**src/rtl/admode2_ldst_unit.sv**
```systemverilog
// Single-data-transfer unit for LDR/STR/LDRB/STRB with an addressing-mode-2 offset.
// Drives a req/ack data-memory port and produces Rd/Rn register-file writebacks.
module admode2_ldst_unit (
   input  logic        clk,
   input  logic        rst,
   input  logic        start,
   input  logic [31:0] instr,
   input  logic [31:0] rn,
   input  logic [31:0] rd_val,
   input  logic [31:0] offset,
   output logic        busy,
   output logic        done,
   output logic        mem_req,
   output logic        mem_we,
   output logic [31:0] mem_addr,
   output logic [31:0] mem_wdata,
   output logic [3:0]  mem_be,
   input  logic        mem_ack,
   input  logic [31:0] mem_rdata,
   output logic        rd_we,
   output logic [3:0]  rd_idx,
   output logic [31:0] rd_data,
   output logic        rn_we,
   output logic [3:0]  rn_idx,
   output logic [31:0] rn_data
);

   typedef enum logic [1:0] {
      IDLE = 2'd0,
      REQ  = 2'd1,
      DONE = 2'd2
   } state_t;

   state_t      state_r;
   state_t      state_nxt_s;

   logic        p_r;
   logic        b_r;
   logic        w_r;
   logic        l_r;
   logic [3:0]  rn_idx_q_r;
   logic [3:0]  rd_idx_q_r;
   logic [1:0]  lane_r;
   logic [31:0] calc_r;

   logic [31:0] calc_s;
   logic [31:0] ea_s;
   logic        unused_instr_s;

   // Rotate the read word so the addressed byte lands in bits [7:0]; byte loads keep only that lane.
   function automatic logic [31:0] align_load(input logic [31:0] data,
                                              input logic [1:0]  lane,
                                              input logic        byte_mode);
      logic [63:0] dbl;
      logic [31:0] rot;
      dbl = {data, data} >> {lane, 3'b000};
      rot = dbl[31:0];
      if (byte_mode) begin
         return {24'h00_0000, rot[7:0]};
      end else begin
         return rot;
      end
   endfunction

   assign calc_s = instr[23] ? (rn + offset) : (rn - offset);
   assign ea_s   = instr[24] ? calc_s : rn;

   assign unused_instr_s = ^{instr[31:25], instr[11:0]};

   // State register.
   always_ff @(posedge clk or posedge rst) begin
      if (rst) begin
         state_r <= IDLE;
      end else begin
         state_r <= state_nxt_s;
      end
   end

   // Next-state logic; start is only honoured in IDLE and ack only in REQ.
   always_comb begin
      state_nxt_s = state_r;
      case (state_r)
         IDLE: begin
            if (start) begin
               state_nxt_s = REQ;
            end else begin
               state_nxt_s = IDLE;
            end
         end
         REQ: begin
            if (mem_ack) begin
               state_nxt_s = DONE;
            end else begin
               state_nxt_s = REQ;
            end
         end
         DONE:    state_nxt_s = IDLE;
         default: state_nxt_s = IDLE;
      endcase
   end

   // Registered bus and writeback outputs plus the operands latched at start.
   always_ff @(posedge clk or posedge rst) begin
      if (rst) begin
         busy       <= 1'b0;
         done       <= 1'b0;
         mem_req    <= 1'b0;
         mem_we     <= 1'b0;
         mem_addr   <= 32'h0000_0000;
         mem_wdata  <= 32'h0000_0000;
         mem_be     <= 4'h0;
         rd_we      <= 1'b0;
         rd_idx     <= 4'h0;
         rd_data    <= 32'h0000_0000;
         rn_we      <= 1'b0;
         rn_idx     <= 4'h0;
         rn_data    <= 32'h0000_0000;
         p_r        <= 1'b0;
         b_r        <= 1'b0;
         w_r        <= 1'b0;
         l_r        <= 1'b0;
         rn_idx_q_r <= 4'h0;
         rd_idx_q_r <= 4'h0;
         lane_r     <= 2'b00;
         calc_r     <= 32'h0000_0000;
      end else begin
         case (state_r)
            IDLE: begin
               if (start) begin
                  p_r        <= instr[24];
                  b_r        <= instr[22];
                  w_r        <= instr[21];
                  l_r        <= instr[20];
                  rn_idx_q_r <= instr[19:16];
                  rd_idx_q_r <= instr[15:12];
                  lane_r     <= ea_s[1:0];
                  calc_r     <= calc_s;
                  busy       <= 1'b1;
                  mem_req    <= 1'b1;
                  mem_we     <= ~instr[20];
                  mem_addr   <= {ea_s[31:2], 2'b00};
                  if (instr[20]) begin
                     mem_be    <= 4'hF;
                     mem_wdata <= 32'h0000_0000;
                  end else if (instr[22]) begin
                     mem_be    <= 4'b0001 << ea_s[1:0];
                     mem_wdata <= {4{rd_val[7:0]}};
                  end else begin
                     mem_be    <= 4'hF;
                     mem_wdata <= rd_val;
                  end
               end
            end
            REQ: begin
               if (mem_ack) begin
                  mem_req <= 1'b0;
                  done    <= 1'b1;
                  rd_we   <= l_r;
                  // A load into the base register takes priority over writeback.
                  rn_we   <= (~p_r | w_r) & ~(l_r & (rn_idx_q_r == rd_idx_q_r));
                  rn_data <= calc_r;
                  rd_idx  <= rd_idx_q_r;
                  rn_idx  <= rn_idx_q_r;
                  if (l_r) begin
                     rd_data <= align_load(mem_rdata, lane_r, b_r);
                  end
               end
            end
            DONE: begin
               busy  <= 1'b0;
               done  <= 1'b0;
               rd_we <= 1'b0;
               rn_we <= 1'b0;
            end
            default: begin
               busy    <= 1'b0;
               done    <= 1'b0;
               mem_req <= 1'b0;
               rd_we   <= 1'b0;
               rn_we   <= 1'b0;
            end
         endcase
      end
   end

endmodule

```
**config.mk**
```make
export PLATFORM = sky130hd
export DESIGN_NAME = admode2_ldst_unit
export DESIGN_NICKNAME = d
export VERILOG_FILES = /design/src/rtl/admode2_ldst_unit.sv
export SDC_FILE = /design/constraint.sdc
export NUM_CORES = 1
export LEC_CHECK = 0
export CAP_MARGIN = 20
export CORE_ASPECT_RATIO = 1.5
export CORE_MARGIN = 2
export CORE_UTILIZATION = 49
export DETAILED_ROUTE_END_ITERATION = 12
export GPL_TIMING_DRIVEN = 0
export PLACE_DENSITY_LB_ADDON = 0.1
export SLEW_MARGIN = 15
export SYNTH_ARGS = -nofsm -noshare
export SYNTH_HDL_FRONTEND = slang
export SYNTH_SLANG_ARGS = --single-unit
```
**constraint.sdc**
```tcl
create_clock -name clk -period 6.4 [get_ports clk]
set_input_delay 0.64 -clock clk [delete_from_list [all_inputs] [get_ports clk]]
set_output_delay 0.64 -clock clk [all_outputs]
set_load 0.03 [all_outputs]
```
==> impl_results.md, run 1 <==
- Design area: 14700 µm²
- Number of enable flip-flop cells after synthesis: 0
- Yosys cell types: 57
- Dpl cell area: 14100 µm²
- Port bufs: 287
- Period utilization: 0.738
- All-Layer GR Usage: 0.292
- Vias in the first global route: 9617
- Slew HR: 0.403
- CP startpoint kind: input pin
- Fin worst setup slack: 1.67 ns
- Hold Path Class: reg -> reg
- Worst Max-Slew Pin Slew: 0.895 ns
- Share of layout cells above drive strength 1: 0.0665
- Final setup viols: 0
- Clk_lat worst skew: 0.44 ns
- Worst R2R Start: lane_r[1]$_DFFE_PP0P_
- Worst IR Drop VDD: 0.223 mV
- Number of post-CTS setup repair buffers: 0
- Initial antenna violation count: 1
- Ys flop type: dfrtp_1
- Area of the multi-input gates: 5700 µm²
- Clock root buffer: clkbuf_16
- Top-count cell post-synth: nand2_1
- Post-synthesis cell type with the largest combined area: dfrtp_1
- Worst R2R End: rd_data[2]$_DFFE_PP0P_
- Post-Syn Area: 10800 µm²
- Max Clk Rate: 212 MHz
- Routed via count: 9565
- Fillers: 1797
- GPL Wtd Cong: 0.906
- WHS: 0.464 ns
- Slew Viols, Final: 0
- Hold endpoint: rn_data[2]$_DFFE_PP0P_
- Clock Pin Slew Worst Setup and Hold Paths: 0.07 ns
- WP data arrival: 5.11 ns
- Die height: 186 µm
- Overall power: 6.61 mW
- Core area: 21700 µm²
- Routed Antenna Nets: 0
- Sequential area share after synthesis: 0.444
- CTS H-tree lvls: 4
- Met2 usage: 0.529
- Req. time, crit path: 6.78 ns
- Global route total overflow: 0
- Hold Startpoint: calc_r[2]$_DFFE_PP0P_
- Mapped Avg Cell Area: 9.64 µm²
- # rows: 66
- DR WL/cell: 19.8 µm
- Asr flop ratio synth: 1.00
- Synth top cells by count: 319 x nand2_1, 192 x dfrtp_1, 59 x a21oi_1
- Clk sinks: 192
- Global routing's busiest layer: met2
- Critical path class: in -> reg
- Die width: 125 µm
- Drt pass-1 iters: 5
- Synth warnings: 0
- Placement Setup Slack: 1.37 ns
- Synthesized instance count: 1122
- Hold_buf cts: 0
- Initial Util: 0.498
- Register-to-Register Setup Slack: 3.70 ns
- Clk_skew: 0.00803 ns
- Area grow syn2layout: 35.7%
- Cell Pwr Density: 451 nW/µm²
- Wirelength, routed: 34.0 mm
- Synth top area cells: dfrtp_1 44%, nand2_1 11%, mux4_2 6.7%
- GRT met1 Usage: 0.345
- Detail Placement HPWL: 25.9 mm
- Min Tclk post-route: 4.73 ns
- Largest net degree at the start of global routing: 111
- Num CTS Buffers: 17
- IO Count: 310
- Hold depth: 2
- Fin nets: 1634
- #FFs+latches synth: 192
- Iter 0 DRT Violations: 624
- Hold Fails Final Rpt: 0
- First-pass GRT wire length: 52.6 mm
- RSZ-0062 raised after global routing: no
- CP Max Fanout: 6
- Post-synth top area share: 0.444
- Largest buffer count on any clock path: 2
- Die area: 23300 µm²
- Crit. End Element: flip-flop
- FF+latch area: 4800 µm²
- Status: completed
- Cts repair resizes: 0
- Via-to-Cell Ratio: 5.57
- Leakage: 6.61 nW
- DRC: 0
- CTS tree: built
- Grt met3 use: 0.0486
- Max-cap violations: 0
- R2R cell count: 5
==> sequential cells by signal, summed over array words and instances, names as in the netlist, 2 cells and up <==
register	count
calc_r	32
lane_r	2
mem_addr	30
mem_be	4
mem_wdata	32
rd_data	32
rd_idx	4
rd_idx_q_r	4
rn_data	32
rn_idx	4
rn_idx_q_r	4
state_r	2
==> worst max-delay path, cell delays in order <==
cell	delay, ns
clkdlybuf4s50_1	0.50
nor4_1	0.75
and3_1	0.36
and2_1	0.24
nand2_1	0.14
o41ai_1	0.35
xnor2_1	0.11
ha_1	0.38
nand2_1	0.12
nand2b_1	0.06
a21oi_1	0.27
o21ai_0	0.15
a41oi_1	0.18
o21ai_1	0.14
a31oi_1	0.29
mux2_2	0.37
nand2_1	0.05
==> per-stage QoR <==
step / utilization / cells / setup TNS, ns
final: 0.676 / 1716 / 0
after global routing: 0.676 / 1716 / 0
after CTS: 0.675 / 1715 / 0
after detailed placement: 0.648 / 1683 / 0
after global placement: 0.646 / 1682 / -415.89
after floorplan: - / 1123 / 0
==> cell usage in the layout, fill, tap and decap left out, drive strengths merged, types with 24 or more instances in the layout <==
master	netlist	routed
ha	39	39
nand2	319	319
xor2	36	36
dfrtp	192	192
clkdlybuf4s50	0	287
mux4	32	32
nor2	47	47
o21ai	56	56
a21oi	60	60
clkbuf	46	66
o31ai	28	28
a22o	24	24
xnor2	28	28
mux2i	49	49
==> final cells by class <==
| cell class | instances | area share |
|---|---|---|
| Tap cell | 272 | 0.0232 |
| Clock buffer | 20 | 0.0304 |
| Timing Repair Buffer | 288 | 0.198 |
| Clock inverter | 12 | 0.0107 |
| Buffer | 63 | 0.0167 |
| Sequential cell | 192 | 0.327 |
| Multi-Input combinational cell | 850 | 0.389 |
| Antenna cell | 1 | 0.000171 |
| Inverter | 18 | 0.00512 |
==> layer usage <==
metal	wire [µm]	share of wire
met1	13500	0.40
met3	1700	0.050
met5	0	0
met2	17500	0.52
met4	1260	0.037
==> where the power goes <==
| group | switching, mW | total, mW | internal (mW) |
|---|---|---|---|
| combinational | 1.99 | 3.40 | 1.41 |
| clock | 0.496 | 1.12 | 0.629 |
| sequential | 0.320 | 2.08 | 1.76 |
| total | 2.81 | 6.61 | 3.80 |
==> how the worst max path moves through the flow <==
stage	start	end	slack, ns	cells past startpoint
global route	offset[5]	mem_addr[30]$_DFFE_PP0P_	1.42	17
finish	offset[5]	mem_addr[30]$_DFFE_PP0P_	1.67	17
global placement	rst	calc_r[20]$_DFFE_PP0P_	-2.19	2
floorplan	rst	b_r$_DFFE_PP0P_	0.53	1
detailed placement	offset[5]	mem_addr[30]$_DFFE_PP0P_	1.37	17
CTS	offset[5]	mem_addr[30]$_DFFE_PP0P_	1.82	17
==> cell families (layout without fill, tap and decap cells) <==
group / after synthesis / after routing / share of synthesized area
multiplexers: 94 / 94 / 0.126
buffers and inverters: 81 / 401 / 0.0289
flip-flops: 192 / 192 / 0.444
AO/OA/AOI/OAI: 212 / 212 / 0.132
other: 1 / 3 / 0.000347
AND/OR/NAND/NOR: 438 / 438 / 0.171
adder cells (fa/ha/maj): 40 / 40 / 0.0470
XOR/XNOR: 64 / 64 / 0.0518
Power figures use the tool's default switching activity.
==> run 2, diff against run 1 <==
clock period = 4.8 ns   (was 6.4 ns; I/O delays follow)
==> run 2 against run 1 <==
Cell area grew 0.69%. First-iteration DRC count grew 2.1%. Global-route usage grew 0.13 points. Worst hold slack lost 0.056 ns. Power grew 33%. Flip-flop and latch count is the same. Utilization grew 0.47 points. Critical endpoint unchanged. Highest routed layer unchanged.
==> impl_results.md, run 2 (synthesized netlist as in run 1, its figures left out) <==
- Leakage: 6.66 nW (was 6.61 nW)
- Req. time, crit path: 5.18 ns (was 6.78 ns)
- Global route total overflow: 0 (unchanged)
- Critical path class: in -> reg (unchanged)
- FF+latch area: 4800 µm² (unchanged)
- Max-cap violations: 0 (unchanged)
- DRC: 0 (unchanged)
- Clk_skew: 0.00425 ns (was 0.00803 ns)
- R2R cell count: 5 (unchanged)
- CTS H-tree lvls: 4 (unchanged)
- Slew HR: 0.418 (was 0.403)
- Clk_lat worst skew: 0.44 ns (about the same)
- Slew Viols, Final: 0 (unchanged)
- Fin nets: 1639 (was 1634)
- Core area: 21700 µm² (unchanged)
- Port bufs: 287 (unchanged)
- Min Tclk post-route: 4.47 ns
- Worst path max stage delay: 0.67 ns (was 0.75 ns)
- Via-to-Cell Ratio: 5.63 (was 5.57)
- DR WL/cell: 19.8 µm (about the same)
- Largest buffer count on any clock path: 2 (unchanged)
- Final setup viols: 0 (unchanged)
- Drt pass-1 iters: 5 (unchanged)
- Worst-path cell chain: clkdlybuf4s50_1 > nor4_1 > and3_1 > and2_1 > nand2_1 > o41ai_1 > xnor2_1 > ha_1 > nand2_1 > nand2b_1 > a21oi_1 > o21ai_0 > a41oi_1 > o21ai_1 > a31oi_1 > mux2_2 > nand2_1 (unchanged)
- Commonest non-fill, non-tap cells in the layout: 319 x nand2_1, 287 x clkdlybuf4s50_1, 192 x dfrtp_1 (unchanged)
- All-Layer GR Usage: 0.294 (was 0.292)
- Worst Max-Slew Pin Slew: 0.873 ns (was 0.895 ns)
- Detail Placement HPWL: 26.5 mm (was 25.9 mm)
- Worst R2R End: rd_data[2]$_DFFE_PP0P_ (unchanged)
- Top cell by count, worst path: nand2_1 (unchanged)
- Routed Antenna Nets: 0 (unchanged)
- Vias in the first global route: 9711 (was 9617)
- Worst R2R Start: lane_r[1]$_DFFE_PP0P_ (unchanged)
- Hold Path Class: in -> async (was reg -> reg)
- Worst path bufs/invs: 1 (unchanged)
- CTS tree: built (unchanged)
- Die area: 23300 µm² (unchanged)
- GPL Wtd Cong: 0.908 (was 0.906)
- Status: completed (unchanged)
- Cts repair resizes: 0 (unchanged)
- Routed via count: 9701 (was 9565)
- Clk sinks: 192 (unchanged)
- Wirelength, routed: 34.1 mm (was 34.0 mm)
- IO Count: 310 (unchanged)
- Fillers: 1783 (was 1797)
- CP startpoint kind: input pin (unchanged)
- WP data arrival: 4.85 ns (was 5.11 ns)
- Fin util: 0.680 (was 0.676)
- Initial Util: 0.498 (unchanged)
- Cell Pwr Density: 596 nW/µm² (was 451 nW/µm²)
- Die width: 125 µm (unchanged)
- Iter 0 DRT Violations: 637 (was 624)
- Num CTS Buffers: 17 (unchanged)
- Die height: 186 µm (unchanged)
- Clock root buffer: clkbuf_16 (unchanged)
- Hold Fails Final Rpt: 0 (unchanged)
- Clock Pin Slew Worst Setup and Hold Paths: 0.07 ns (about the same)
- Area grow syn2layout: 36.6% (was 35.7%)
- Period utilization: 0.931
- # rows: 66 (unchanged)
- Crit. End Element: flip-flop (unchanged)
- Hold_buf cts: 0 (unchanged)
- RSZ-0062 raised after global routing: no (unchanged)
- Slowest cell on crit path: nor4_1 (unchanged)
- Worst IR Drop VDD: 0.290 mV (was 0.223 mV)
- Area of the multi-input gates: 5700 µm² (unchanged)
- Share of layout cells above drive strength 1: 0.0711 (was 0.0665)
- Commonest non-fill, non-tap cell in the layout: nand2_1 (unchanged)
- Initial antenna violation count: 2 (was 1)
- Register-to-Register Setup Slack: 2.05 ns (was 3.70 ns)
- Max Clk Rate: 224 MHz
- Delay-heaviest family, CP: simple AND/OR/NAND/NOR gates (unchanged)
- First-pass GRT wire length: 52.7 mm (was 52.6 mm)
- Overall power: 8.81 mW (was 6.61 mW)
- Number of post-CTS setup repair buffers: 0 (unchanged)
- Largest net degree at the start of global routing: 35 (was 111)
- CP Max Fanout: 6 (unchanged)
==> run 2: area by class of cell <==
cell class	instances	area share
clock buffer	21	0.0325
multi-input combinational	850	0.386
clock inverter	11	0.00847
inverter	18	0.00483
timing repair buffer	293	0.203
antenna	2	0.000339
tap	272	0.0230
sequential	192	0.325
buffer	63	0.0166
==> run 2: routing by layer <==
| layer | global-route usage | wire length (µm) | vias up |
|---|---|---|---|
| met5 | 0 | 0 | - |
| met4 | 0.125 | 1160 | 0 |
| met3 | 0.0486 | 1890 | 78 |
| met2 | 0.541 | 18100 | 368 |
| met1 | 0.337 | 12900 | 4734 |
| li1 | - | - | 4521 |
==> run 2: power by group <==
part | internal (mW) | switching (mW) | total [mW] | leakage (nW)
clock network | 0.827 | 0.644 | 1.47 | 0.296
logic | 1.89 | 2.67 | 4.56 | 3.96
registers | 2.35 | 0.425 | 2.78 | 2.40
==> run 2: worst max path at each step <==
stage / startpoint / to / cells after the start / slack, ns
CTS: offset[5] / mem_addr[30]$_DFFE_PP0P_ / 17 / 0.43
detailed placement: offset[5] / mem_addr[30]$_DFFE_PP0P_ / 17 / -0.04
global placement: offset[5] / mem_addr[30]$_DFFE_PP0P_ / 17 / -0.004
finish: offset[5] / mem_addr[30]$_DFFE_PP0P_ / 17 / 0.33
global route: offset[5] / mem_addr[30]$_DFFE_PP0P_ / 17 / 0.11
floorplan: offset[6] / mem_addr[30]$_DFFE_PP0P_ / 16 / 1.14
==> run 2: stage by stage <==
stage / instances / setup slack [ns] / area (µm²) / hold WS, ns / TNS, ns
6_report: 1722 / 0.329 / 14800 / 0.408 / 0
4_1_cts: 1720 / 0.433 / 14800 / 0.405 / 0
3_3_place_gp: 1682 / -0.00442 / 14000 / 0.450 / -0.00442
3_5_place_dp: 1688 / -0.0352 / 14200 / 0.454 / -0.0352
2_1_floorplan: 1123 / 1.14 / 10800 / 0.435 / 0
5_1_grt: 1722 / 0.111 / 14800 / 0.423 / 0
==> run 3, diff against run 2 <==
CAP_MARGIN = 5   (was 20)
CORE_UTILIZATION = 25   (was 49)
==> run 3 against run 2 <==
First-iteration DRC count shrank 47%. Cell count grew 17%. Power is 0.26% higher. Global-route usage down 11 points. Via count shrank 2.3%. Non-clock buffer count unchanged. Highest routed layer is now met5. Die area grew 93%.
==> impl_results.md, run 3 (synthesized netlist as in run 1, its figures left out) <==
- Status: completed (unchanged)
- Core area: 42800 µm² (was 21700 µm²)
- Top cell by count, worst path: a21oi_1 (was nand2_1)
- Critical path endpoint: mem_addr[25]$_DFFE_PP0P_ (was mem_addr[30]$_DFFE_PP0P_)
- WP data arrival: 4.76 ns (was 4.85 ns)
- Max-cap violations: 0 (unchanged)
- Worst IR Drop VDD: 0.237 mV (was 0.290 mV)
- DRC: 0 (unchanged)
- Vias in the first global route: 9753 (was 9711)
- Clk sinks: 192 (unchanged)
- Leakage: 6.63 nW (was 6.66 nW)
- Clk_skew: 0.0185 ns (was 0.00425 ns)
- Commonest non-fill, non-tap cell in the layout: nand2_1 (unchanged)
- WHS: 0.416 ns (was 0.408 ns)
- Final setup viols: 0 (unchanged)
- Num CTS Buffers: 17 (unchanged)
- Largest net degree at the start of global routing: 33 (was 35)
- Worst path max stage delay: 0.56 ns (was 0.67 ns)
- DR WL/cell: 20.3 µm (was 19.8 µm)
- Routed via count: 9475 (was 9701)
- Critical path class: in -> reg (unchanged)
- Hold Fails Final Rpt: 0 (unchanged)
- GPL Wtd Cong: 0.896 (was 0.908)
- Initial antenna violation count: 2 (unchanged)
- Share of layout cells above drive strength 1: 0.0711 (unchanged)
- Drt pass-1 iters: 5 (unchanged)
- Hold Path Class: in -> async (unchanged)
- Cell Pwr Density: 585 nW/µm² (was 596 nW/µm²)
- CTS tree: built (unchanged)
- Routed Antenna Nets: 0 (unchanged)
- Slowest cell on crit path: nor3_1 (was nor4_1)
- CP Max Fanout: 6 (unchanged)
- Clk_lat worst skew: 0.45 ns (was 0.44 ns)
- Worst Max-Slew Pin Slew: 0.942 ns (was 0.873 ns)
- Iter 0 DRT Violations: 337 (was 637)
- Via-to-Cell Ratio: 4.70 (was 5.63)
- Req. time, crit path: 5.10 ns (was 5.18 ns)
- Slew HR: 0.372 (was 0.418)
- First-pass GRT wire length: 62.0 mm (was 52.7 mm)
- Clock Pin Slew Worst Setup and Hold Paths: 0.07 ns (about the same)
- Worst R2R Start: lane_r[1]$_DFFE_PP0P_ (unchanged)
- Design area: 15100 µm² (was 14800 µm²)
- R2R cell count: 5 (unchanged)
- Worst-path cell chain: clkdlybuf4s50_1 > nor3_1 > a21oi_1 > nor2_1 > o21ai_0 > xor2_1 > ha_1 > nand4_1 > or2_2 > o31ai_4 > o221ai_2 > o21a_1 > xnor2_1 > mux2i_1 > a21oi_1 (was clkdlybuf4s50_1 > nor4_1 > and3_1 > and2_1 > nand2_1 > o41ai_1 > xnor2_1 > ha_1 > nand2_1 > nand2b_1 > a21oi_1 > o21ai_0 > a41oi_1 > o21ai_1 > a31oi_1 > mux2_2 > nand2_1)
- Overall power: 8.83 mW (was 8.81 mW)
- Slew Viols, Final: 0 (unchanged)
- Min Tclk post-route: 4.46 ns (was 4.47 ns)
- Fillers: 4538 (was 1783)
- # rows: 93 (was 66)
- Fin nets: 1639 (unchanged)
- Area grow syn2layout: 39.6% (was 36.6%)
- CP startpoint kind: input pin (unchanged)
- All-Layer GR Usage: 0.183 (was 0.294)
- RSZ-0062 raised after global routing: no (unchanged)
- Crit. End Element: flip-flop (unchanged)
- Port bufs: 287 (unchanged)
- Number of post-CTS setup repair buffers: 0 (unchanged)
- Wirelength, routed: 41.0 mm (was 34.1 mm)
- CTS H-tree lvls: 4 (unchanged)
- Die width: 174 µm (was 125 µm)
- Die area: 45000 µm² (was 23300 µm²)
- Largest buffer count on any clock path: 2 (unchanged)
- Period utilization: 0.929 (was 0.931)
- Clock root buffer: clkbuf_16 (unchanged)
- Dpl cell area: 14500 µm² (was 14200 µm²)
- Fin util: 0.352 (was 0.680)
- Worst R2R End: rd_data[0]$_DFFE_PP0P_ (was rd_data[2]$_DFFE_PP0P_)
- Max Clk Rate: 224 MHz (about the same)
- Worst setup path start: offset[2] (was offset[5])
- Register-to-Register Setup Slack: 1.97 ns (was 2.05 ns)
- IO Count: 310 (unchanged)
- Global route total overflow: 0 (unchanged)
- # diodes: 0 (was 2)
- Commonest non-fill, non-tap cells in the layout: 319 x nand2_1, 287 x clkdlybuf4s50_1, 192 x dfrtp_1 (unchanged)
- Initial Util: 0.253 (was 0.498)
- Detail Placement HPWL: 32.8 mm (was 26.5 mm)
- Die height: 259 µm (was 186 µm)
==> run 3: timing repair <==
item	CTS	global route
hold buffers	0	0
setup endpoints to repair	0	7
resized for setup	0	1
==> run 3: power by group <==
group	switching, mW	internal (mW)	total, mW
sequential	0.419	2.35	2.77
clock	0.705	0.725	1.43
combinational	2.75	1.89	4.63
==> run 3: layout make-up <==
type                            instances  area (µm²)  share of cell area
Clock inverter                         14         130             0.00862
Clock buffer                           18         429              0.0284
Tap cell                              570         713              0.0473
Sequential cell                       192        4800               0.318
Buffer                                 63         245              0.0162
Timing Repair Buffer                  293        2990               0.198
Inverter                               18        71.3             0.00473
Multi-Input combinational cell        850        5710               0.378
==> run 3: how the worst min path moves through the flow <==
stage                             start                         to  slack (ns)  depth (start not counted)
2_1_floorplan    calc_r[18]$_DFFE_PP0P_    rn_data[18]$_DFFE_PP0P_        0.43                          2
3_3_place_gp   mem_wdata[2]$_DFFE_PP0P_   mem_wdata[2]$_DFFE_PP0P_        0.45                          2
3_5_place_dp     calc_r[13]$_DFFE_PP0P_    rn_data[13]$_DFFE_PP0P_        0.45                          2
4_1_cts                             rst  mem_wdata[20]$_DFFE_PP0P_        0.40                          2
5_1_grt                             rst  mem_wdata[16]$_DFFE_PP0P_        0.44                          2
6_report                            rst  mem_wdata[15]$_DFFE_PP0P_        0.42                          2
==> run 3: critical path: cells and delay by family <==
| family | cells | cell delay [ns] |
|---|---|---|
| AND/OR/NAND/NOR | 4 | 1.46 |
| AO/OA/AOI/OAI | 6 | 1.33 |
| buffers and inverters | 1 | 0.48 |
| adder cells (fa/ha/maj) | 1 | 0.41 |
| XOR/XNOR | 2 | 0.33 |
| multiplexers | 1 | 0.27 |
==> run 3: metrics by stage <==
step | setup TNS (ns) | cells | setup WS [ns]
after CTS | 0 | 2018 | 0.205
after global routing | 0 | 2018 | 0.0639
after global placement | -29.50 | 1980 | -0.246
final | 0 | 2018 | 0.340
after floorplan | 0 | 1123 | 1.14
after detailed placement | -1.34 | 1986 | -0.270
==> run 3: routing by layer <==
layer,up-vias,global-route usage,part of all wire
met1,4650,0.210,0.40
li1,4530,-,-
met4,2,0.0507,0.016
met2,261,0.340,0.53
met5,-,0,0.00027
met3,32,0.0434,0.053
